<file path="src/rtl/multicycle_alu_pkg.sv">
// Shared ALU encoding: operation codes used by both the ALU controller and
// the multi-cycle execution unit, plus the default datapath width.
package alu_pkg;

    localparam int DATA_WIDTH_DEF = 32;

    typedef enum logic [3:0] {
        OP_AND = 4'b0000,
        OP_OR  = 4'b0001,
        OP_ADD = 4'b0010,
        OP_SUB = 4'b0011,
        OP_SLL = 4'b0100,
        OP_SRL = 4'b0101,
        OP_SRA = 4'b0111,
        OP_BEQ = 4'b1000,
        OP_BNE = 4'b1001,
        OP_SLT = 4'b1100
    } alu_op_e;

    // Shifts are the only operations that take the serial path.
    function automatic logic is_shift_op(input logic [3:0] op);
        return (op == OP_SLL) || (op == OP_SRL) || (op == OP_SRA);
    endfunction

endpackage

</file>
<file path="src/rtl/multicycle_alu_if.sv">
// Operand/result handshake bundle between the execute-stage front end
// (master) and the multi-cycle ALU (slave).
interface multicycle_alu_if #(
    parameter int DATA_WIDTH = 32
);
    logic                  in_valid;
    logic                  in_ready;
    logic [3:0]            in_op;
    logic [DATA_WIDTH-1:0] in_a;
    logic [DATA_WIDTH-1:0] in_b;
    logic                  out_valid;
    logic                  out_ready;
    logic [DATA_WIDTH-1:0] out_result;
    logic                  out_zero;

    modport master (
        output in_valid, in_op, in_a, in_b, out_ready,
        input  in_ready, out_valid, out_result, out_zero
    );

    modport slave (
        input  in_valid, in_op, in_a, in_b, out_ready,
        output in_ready, out_valid, out_result, out_zero
    );
endinterface

</file>
<file path="src/rtl/multicycle_alu_shift.sv">
// Serial shifter: one bit per cycle. Holds the working register, the
// remaining-bit down-counter and the direction / arithmetic-fill mode.
module alu_shift_unit #(
    parameter int DATA_WIDTH  = 32,
    parameter int SHAMT_WIDTH = $clog2(DATA_WIDTH)
) (
    input  logic                   clk,
    input  logic                   reset,
    input  logic                   load_i,
    input  logic                   left_i,
    input  logic                   arith_i,
    input  logic [DATA_WIDTH-1:0]  a_i,
    input  logic [SHAMT_WIDTH-1:0] amt_i,
    output logic                   busy_o,
    output logic                   last_o,
    output logic [DATA_WIDTH-1:0]  next_o
);

    logic [DATA_WIDTH-1:0]  work_q, work_d;
    logic [SHAMT_WIDTH-1:0] cnt_q, cnt_d;
    logic                   left_q, left_d;
    logic                   arith_q, arith_d;

    // One-step shift of the working register; the right-shift fill repeats
    // the current MSB, which is always the original MSB of A.
    assign next_o = left_q ? {work_q[DATA_WIDTH-2:0], 1'b0}
                           : {arith_q & work_q[DATA_WIDTH-1], work_q[DATA_WIDTH-1:1]};
    assign busy_o = (cnt_q != '0);
    assign last_o = (cnt_q == SHAMT_WIDTH'(1));

    // Next state: load a new job, or consume one bit while counting down.
    always_comb begin
        work_d  = work_q;
        cnt_d   = cnt_q;
        left_d  = left_q;
        arith_d = arith_q;
        if (load_i) begin
            work_d  = a_i;
            cnt_d   = amt_i;
            left_d  = left_i;
            arith_d = arith_i;
        end else if (busy_o) begin
            work_d = next_o;
            cnt_d  = cnt_q - SHAMT_WIDTH'(1);
        end
    end

    // Counter is control state and is cleared by reset, which drops any job.
    always_ff @(posedge clk) begin
        if (reset) begin
            cnt_q <= '0;
        end else begin
            cnt_q <= cnt_d;
        end
    end

    // Working data and mode are only meaningful while the counter is non-zero.
    always_ff @(posedge clk) begin
        work_q  <= work_d;
        left_q  <= left_d;
        arith_q <= arith_d;
    end

endmodule

</file>
<file path="src/rtl/multicycle_alu.sv">
// Execute-stage ALU: single-cycle logic/arith/compare/branch operations and
// serial shifts, behind a valid/ready handshake on each side.
module multicycle_alu
    import alu_pkg::*;
#(
    parameter int DATA_WIDTH  = DATA_WIDTH_DEF,
    parameter int SHAMT_WIDTH = $clog2(DATA_WIDTH)
) (
    input  logic            clk,
    input  logic            reset,
    multicycle_alu_if.slave bus
);

    typedef enum logic [1:0] {
        S_IDLE,
        S_SHIFT,
        S_DONE
    } state_e;

    state_e                 state_q;
    logic [DATA_WIDTH-1:0]  result_q;
    logic                   in_ready_q;
    logic                   out_valid_q;

    logic [SHAMT_WIDTH-1:0] shamt;
    logic                   start_shift;
    logic                   sh_busy;
    logic                   sh_last;
    logic [DATA_WIDTH-1:0]  sh_next;

    // Single-cycle result; shift codes only reach here with a zero amount.
    function automatic logic [DATA_WIDTH-1:0] alu_compute(
        input logic [3:0]            op,
        input logic [DATA_WIDTH-1:0] a,
        input logic [DATA_WIDTH-1:0] b
    );
        case (alu_op_e'(op))
            OP_AND:                 return a & b;
            OP_OR:                  return a | b;
            OP_ADD:                 return a + b;
            OP_SUB:                 return a - b;
            OP_SLL, OP_SRL, OP_SRA: return a;
            OP_SLT:                 return {{(DATA_WIDTH-1){1'b0}}, $signed(a) < $signed(b)};
            OP_BEQ:                 return {{(DATA_WIDTH-1){1'b0}}, a == b};
            OP_BNE:                 return {{(DATA_WIDTH-1){1'b0}}, a != b};
            default:                return '0;
        endcase
    endfunction

    assign shamt       = bus.in_b[SHAMT_WIDTH-1:0];
    assign start_shift = (state_q == S_IDLE) && bus.in_valid &&
                         is_shift_op(bus.in_op) && (shamt != '0);

    alu_shift_unit #(
        .DATA_WIDTH  (DATA_WIDTH),
        .SHAMT_WIDTH (SHAMT_WIDTH)
    ) u_shift (
        .clk     (clk),
        .reset   (reset),
        .load_i  (start_shift),
        .left_i  (bus.in_op == OP_SLL),
        .arith_i (bus.in_op == OP_SRA),
        .a_i     (bus.in_a),
        .amt_i   (shamt),
        .busy_o  (sh_busy),
        .last_o  (sh_last),
        .next_o  (sh_next)
    );

    // Control FSM with registered handshake outputs and result register.
    always_ff @(posedge clk) begin
        if (reset) begin
            state_q     <= S_IDLE;
            result_q    <= '0;
            in_ready_q  <= 1'b1;
            out_valid_q <= 1'b0;
        end else begin
            case (state_q)
                S_IDLE: begin
                    if (bus.in_valid) begin
                        in_ready_q <= 1'b0;
                        if (start_shift) begin
                            state_q <= S_SHIFT;
                        end else begin
                            result_q    <= alu_compute(bus.in_op, bus.in_a, bus.in_b);
                            out_valid_q <= 1'b1;
                            state_q     <= S_DONE;
                        end
                    end
                end
                S_SHIFT: begin
                    if (sh_busy && sh_last) begin
                        result_q    <= sh_next;
                        out_valid_q <= 1'b1;
                        state_q     <= S_DONE;
                    end
                end
                S_DONE: begin
                    if (bus.out_ready) begin
                        out_valid_q <= 1'b0;
                        in_ready_q  <= 1'b1;
                        state_q     <= S_IDLE;
                    end
                end
                default: begin
                    state_q     <= S_IDLE;
                    in_ready_q  <= 1'b1;
                    out_valid_q <= 1'b0;
                end
            endcase
        end
    end

    assign bus.in_ready   = in_ready_q;
    assign bus.out_valid  = out_valid_q;
    assign bus.out_result = result_q;
    assign bus.out_zero   = (result_q == '0);

endmodule

</file>
<file path="src/flat_wrapper.sv">
// flat-port wrapper written by rule: the top's interface ports become plain ports
module multicycle_alu_flat import alu_pkg::*;
#(
    parameter int DATA_WIDTH  = DATA_WIDTH_DEF,
    parameter int SHAMT_WIDTH = $clog2(DATA_WIDTH)
)
  (clk, reset, bus_in_valid, bus_in_op, bus_in_a, bus_in_b, bus_out_ready, bus_in_ready, bus_out_valid, bus_out_result, bus_out_zero);
  multicycle_alu_if #(.DATA_WIDTH(DATA_WIDTH)) bus_i ();
  input  logic clk;
  input  logic reset;
  input wire logic [$bits(bus_i.in_valid)-1:0] bus_in_valid;
  input wire logic [$bits(bus_i.in_op)-1:0] bus_in_op;
  input wire logic [$bits(bus_i.in_a)-1:0] bus_in_a;
  input wire logic [$bits(bus_i.in_b)-1:0] bus_in_b;
  input wire logic [$bits(bus_i.out_ready)-1:0] bus_out_ready;
  output wire logic [$bits(bus_i.in_ready)-1:0] bus_in_ready;
  output wire logic [$bits(bus_i.out_valid)-1:0] bus_out_valid;
  output wire logic [$bits(bus_i.out_result)-1:0] bus_out_result;
  output wire logic [$bits(bus_i.out_zero)-1:0] bus_out_zero;
  assign bus_i.in_valid = bus_in_valid;
  assign bus_i.in_op = bus_in_op;
  assign bus_i.in_a = bus_in_a;
  assign bus_i.in_b = bus_in_b;
  assign bus_i.out_ready = bus_out_ready;
  assign bus_in_ready = bus_i.in_ready;
  assign bus_out_valid = bus_i.out_valid;
  assign bus_out_result = bus_i.out_result;
  assign bus_out_zero = bus_i.out_zero;
  multicycle_alu #(.DATA_WIDTH(DATA_WIDTH), .SHAMT_WIDTH(SHAMT_WIDTH)) u_core (.clk(clk), .reset(reset), .bus(bus_i));
endmodule
</file>
<file path="config.mk">
export PLATFORM = sky130hd
export DESIGN_NAME = multicycle_alu_flat
export DESIGN_NICKNAME = d
export VERILOG_FILES = /design/src/rtl/multicycle_alu_pkg.sv /design/src/rtl/multicycle_alu_if.sv /design/src/rtl/multicycle_alu_shift.sv /design/src/rtl/multicycle_alu.sv /design/src/flat_wrapper.sv
export SDC_FILE = /design/constraint.sdc
export NUM_CORES = 1
export LEC_CHECK = 0
export CAP_MARGIN = 15
export CORE_MARGIN = 10
export CORE_UTILIZATION = 55
export DETAILED_ROUTE_END_ITERATION = 12
export PLACE_DENSITY = 0.79
export SLEW_MARGIN = 15
export SYNTH_ARGS = -nofsm -noshare
export SYNTH_HDL_FRONTEND = slang
export SYNTH_SLANG_ARGS = --single-unit
</file>
<file path="constraint.sdc">
create_clock -name clk -period 9.2 [get_ports clk]
set_input_delay 1.84 -clock clk [delete_from_list [all_inputs] [get_ports clk]]
set_output_delay 1.84 -clock clk [all_outputs]
set_load 0.05 [all_outputs]
</file>
==> key figures <==
Timing
  • RSZ-0062 raised after global routing: false
  • Fin Setup TNS: 0 ns
  • Final setup viols: 0
  • Clock Skew: 0.01354 ns
  • Least-Margin Pin Slew: 1.059 ns
  • Final Hold Fails: 0
  • Fmax achieved: 186.2 MHz
  • Max transition margin: 29.21%
  • Worst setup margin: 3.830 ns
  • Tmin final: 5.370 ns
  • Max-slew violation count: 0
  • Period Utilization, post-route: 58.37%

Routing
  • ANT nets after route: 0
  • DR pass1 iterations: 6
  • Post-Route WL: 33.21 mm
  • Met2 WL: 14.74 mm
  • Met1 wire length: 14.33 mm
  • Via density: 6.733
  • Met3 WL: 3.424 mm
  • DR top layer: met4
  • Violation count after the first detailed-route iteration: 1325
  • # DRC: 0
  • WL per Instance: 22.59 µm
  • Total number of vias: 9897

Worst setup path
  • Crit Reg-Reg Endpoint: u_core.bus.out_result[31]
  • CP Buf/Inv Count: 1
  • Crit end category: register
  • Worst path required time: 9.41 ns
  • FF-to-FF Start: u_core.u_shift.cnt_q[2]
  • CP delay by family, top: compound AO/OA/AOI/OAI gates
  • Depth of the most critical reg-to-reg path: 8
  • Worst path cell trace: clkdlybuf4s50_1 > ha_1 > fa_1 > o21ba_1 > or4_1 > nand3_1 > a21boi_0 > o21ai_0 > a21oi_1 > xnor2_1 > a211oi_1 > o22ai_1
  • CP max-delay cell: clkdlybuf4s50_1
  • CP max stage delay: 0.55 ns
  • Critical path arrival: 5.58 ns
  • Worst setup path class: in2reg
  • R2r setup slk: 5.85 ns
  • Crit Path Max Fanout: 5
  • Worst setup SP type: input pin

Finish
  • Area Growth Syn to Fin: 15.88%
  • Most frequent cells in the layout: nor2_1 (132), a21oi_1 (127), ha_1 (111)
  • Area of the multi-input gates: 6526 µm²
  • Layout cells sized above 1: 5.104%
  • Commonest non-fill, non-tap cell in the layout: nor2_1
  • Sequential Area: 1842 µm²
  • Design area: 10470 µm²
  • Final nets: 1434
  • Post-Layout Cell Count: 1470
  • Layout Utilization: 65.44%
  • N_diodes: 0
  • Fill cells: 1490

Power and ir drop
  • Int Pwr: 1.001 mW
  • Sequential power share: 33.8%
  • Combinational power share: 44.8%
  • P_sw: 0.7265 mW
  • Pwr/cell area: 164.9 nW/µm²
  • Sw Ratio: 42.06%
  • VDD IR max: 0.1956 mV
  • Clock Power Share: 21.4%
  • Pleak: 4.289 nW

Synthesis
  • Cell variety after synth: 87
  • Synth Net Count: 1384
  • Post-synthesis async set-or-reset flop share: 0%
  • Post-synthesis cell count: 1199
  • Synth Register Bits: 75
  • Post-synthesis sequential area ratio: 20.38%
  • Syn avg cell area: 7.536 µm²
  • Mapped Area: 9036 µm²
  • Ys flop type: dfxtp_1
  • Synth warnings: 0
  • Number of synthesized flops with an enable pin: 34

Min path
  • Hold WC Path Type: reg2reg
  • Hold wc startpoint: u_core.bus.out_valid
  • Hold Crit Depth: 2
  • Hold Path Sink: u_core.bus.out_valid

Die
  • Core area: 16000 µm²
  • Die Y: 148.2 µm
  • Row count: 46
  • Die W: 148.2 µm
  • Die area: 21960 µm²
  • # IOs: 107
  • Initial Utilization: 56.47%

Placed design
  • Worst slack, placed: 3.630 ns
  • Post-detail-place hpwl: 24.39 mm
  • Dpl cell area: 10170 µm²
  • Placer Congestion: 0.9765
  • Port Buffers: 106
  • Placed insts: 1454

Global route
  • Largest net degree at the start of global routing: 72
  • Vias in the first global route: 9095
  • First-pass GRT wire length: 51.89 mm
  • Gr ovfl total: 0
  • Total Routing Usage GR: 29.04%
  • Initial antenna violation count: 0

Clocking
  • Post-CTS Setup Inserts: 0
  • TritonCTS clock tree: done
  • CTS Hold Buffers Added: 0
  • Clock buffer count from CTS: 9
  • Bufs on Longest Clock Path: 2
  • CTS resizes: 0
  • CTS Sinks: 75
  • Clock root cell: clkbuf_16
  • Clk slew on worst S/H paths: 0.06 ns
  • Worst-skew pair later-pin latency: 0.34 ns
  • CTS H-tree depth: 3

Run
  • Max cap viols: 0

Outcome
  • Outcome: completed
-- routing by layer --
metal  vias to the layer above  global-route usage (%)
met3                        65                   4.217
met2                       611                   45.83
met5                         -                       0
met4                         0                   7.483
li1                       4504                       -
met1                      4717                   40.42
-- Yosys cell counts (27+ instances only) --
cell      count  area share (%)
nor3_1       43             2.4
mux2i_1      35             3.9
clkbuf_1     60             2.5
nand2_1      46             1.9
a21oi_1     127             7.0
ha_1        111              15
dfxtp_1      41             9.1
o21ai_0      82             4.5
nor2_1      133             5.5
nand3_1      27             1.5
edfxtp_1     34              11
inv_1        90             3.7
-- layout make-up --
| class | count | area share, % |
|---|---|---|
| Inverter | 99 | 3.549 |
| Tap cell | 216 | 2.581 |
| Timing Repair Buffer | 119 | 11.06 |
| Multi-Input combinational cell | 945 | 62.33 |
| Sequential cell | 75 | 17.59 |
| Clock inverter | 5 | 0.5735 |
| Clock buffer | 11 | 2.318 |
-- state kept, by name, indices dropped and copies added, names as in the netlist --
signal,count
u_core.u_shift.arith_q,1
u_core.u_shift.cnt_q,5
u_core.state_q,2
u_core.bus.out_valid,1
u_core.u_shift.left_q,1
u_core.bus.out_result,32
u_core.u_shift.work_q,32
u_core.bus.in_ready,1
-- worst reg2reg max path, cell delays in order, from the launching register on --
cell,delay [ns]
dfxtp_1,0.35
nor3_1,0.45
nand4b_1,0.29
a211o_1,0.68
or3_1,0.55
a2111oi_1,0.49
a211oi_1,0.16
mux2i_1,0.15
a211oi_1,0.10
-- cells by family (layout without fill, tap and decap cells) --
family                   after synthesis  after routing  share of synthesized area, %
multiplexers                          37             37                         4.126
XOR/XNOR                              18             18                         1.745
buffers and inverters                179            234                         7.740
AO/OA/AOI/OAI                        426            426                         31.20
AND/OR/NAND/NOR                      351            351                         19.00
flip-flops                            75             75                         20.38
adder cells (fa/ha/maj)              113            113                         15.81
-- power by group through the flow --
stage / logic, mW / registers (mW) / clock network, mW
5_1_grt: 0.842 / 0.589 / 0.380
3_5_place_dp: 0.755 / 0.585 / 0
6_report: 0.775 / 0.583 / 0.370
2_1_floorplan: 0.474 / 0.606 / 0
4_1_cts: 0.758 / 0.578 / 0.369
3_3_place_gp: 0.742 / 0.583 / 0
-- worst max-delay path by stage --
stage                     slack (ns)  depth (start not counted)    startpoint                         to
after floorplan                 4.76                         12   bus_in_a[0]  u_core.bus.out_result[14]
after global placement          3.69                         11  bus_in_op[1]  u_core.bus.out_result[31]
after detailed placement        3.63                         12  bus_in_a[16]  u_core.bus.out_result[27]
after CTS                       3.97                         12  bus_in_a[16]  u_core.bus.out_result[27]
after global routing            3.59                         12  bus_in_a[16]  u_core.bus.out_result[27]
final                           3.83                         12   bus_in_b[0]  u_core.bus.out_result[20]
-- through the flow --
stage	power (mW)	hold slack, ns
finish	1.727	0.4887
global route	1.812	0.5212
CTS	1.705	0.4922
detailed placement	1.340	0.4781
global placement	1.325	0.4678
floorplan	1.081	0.4677
Note: power is estimated with default switching activity, not from simulation.
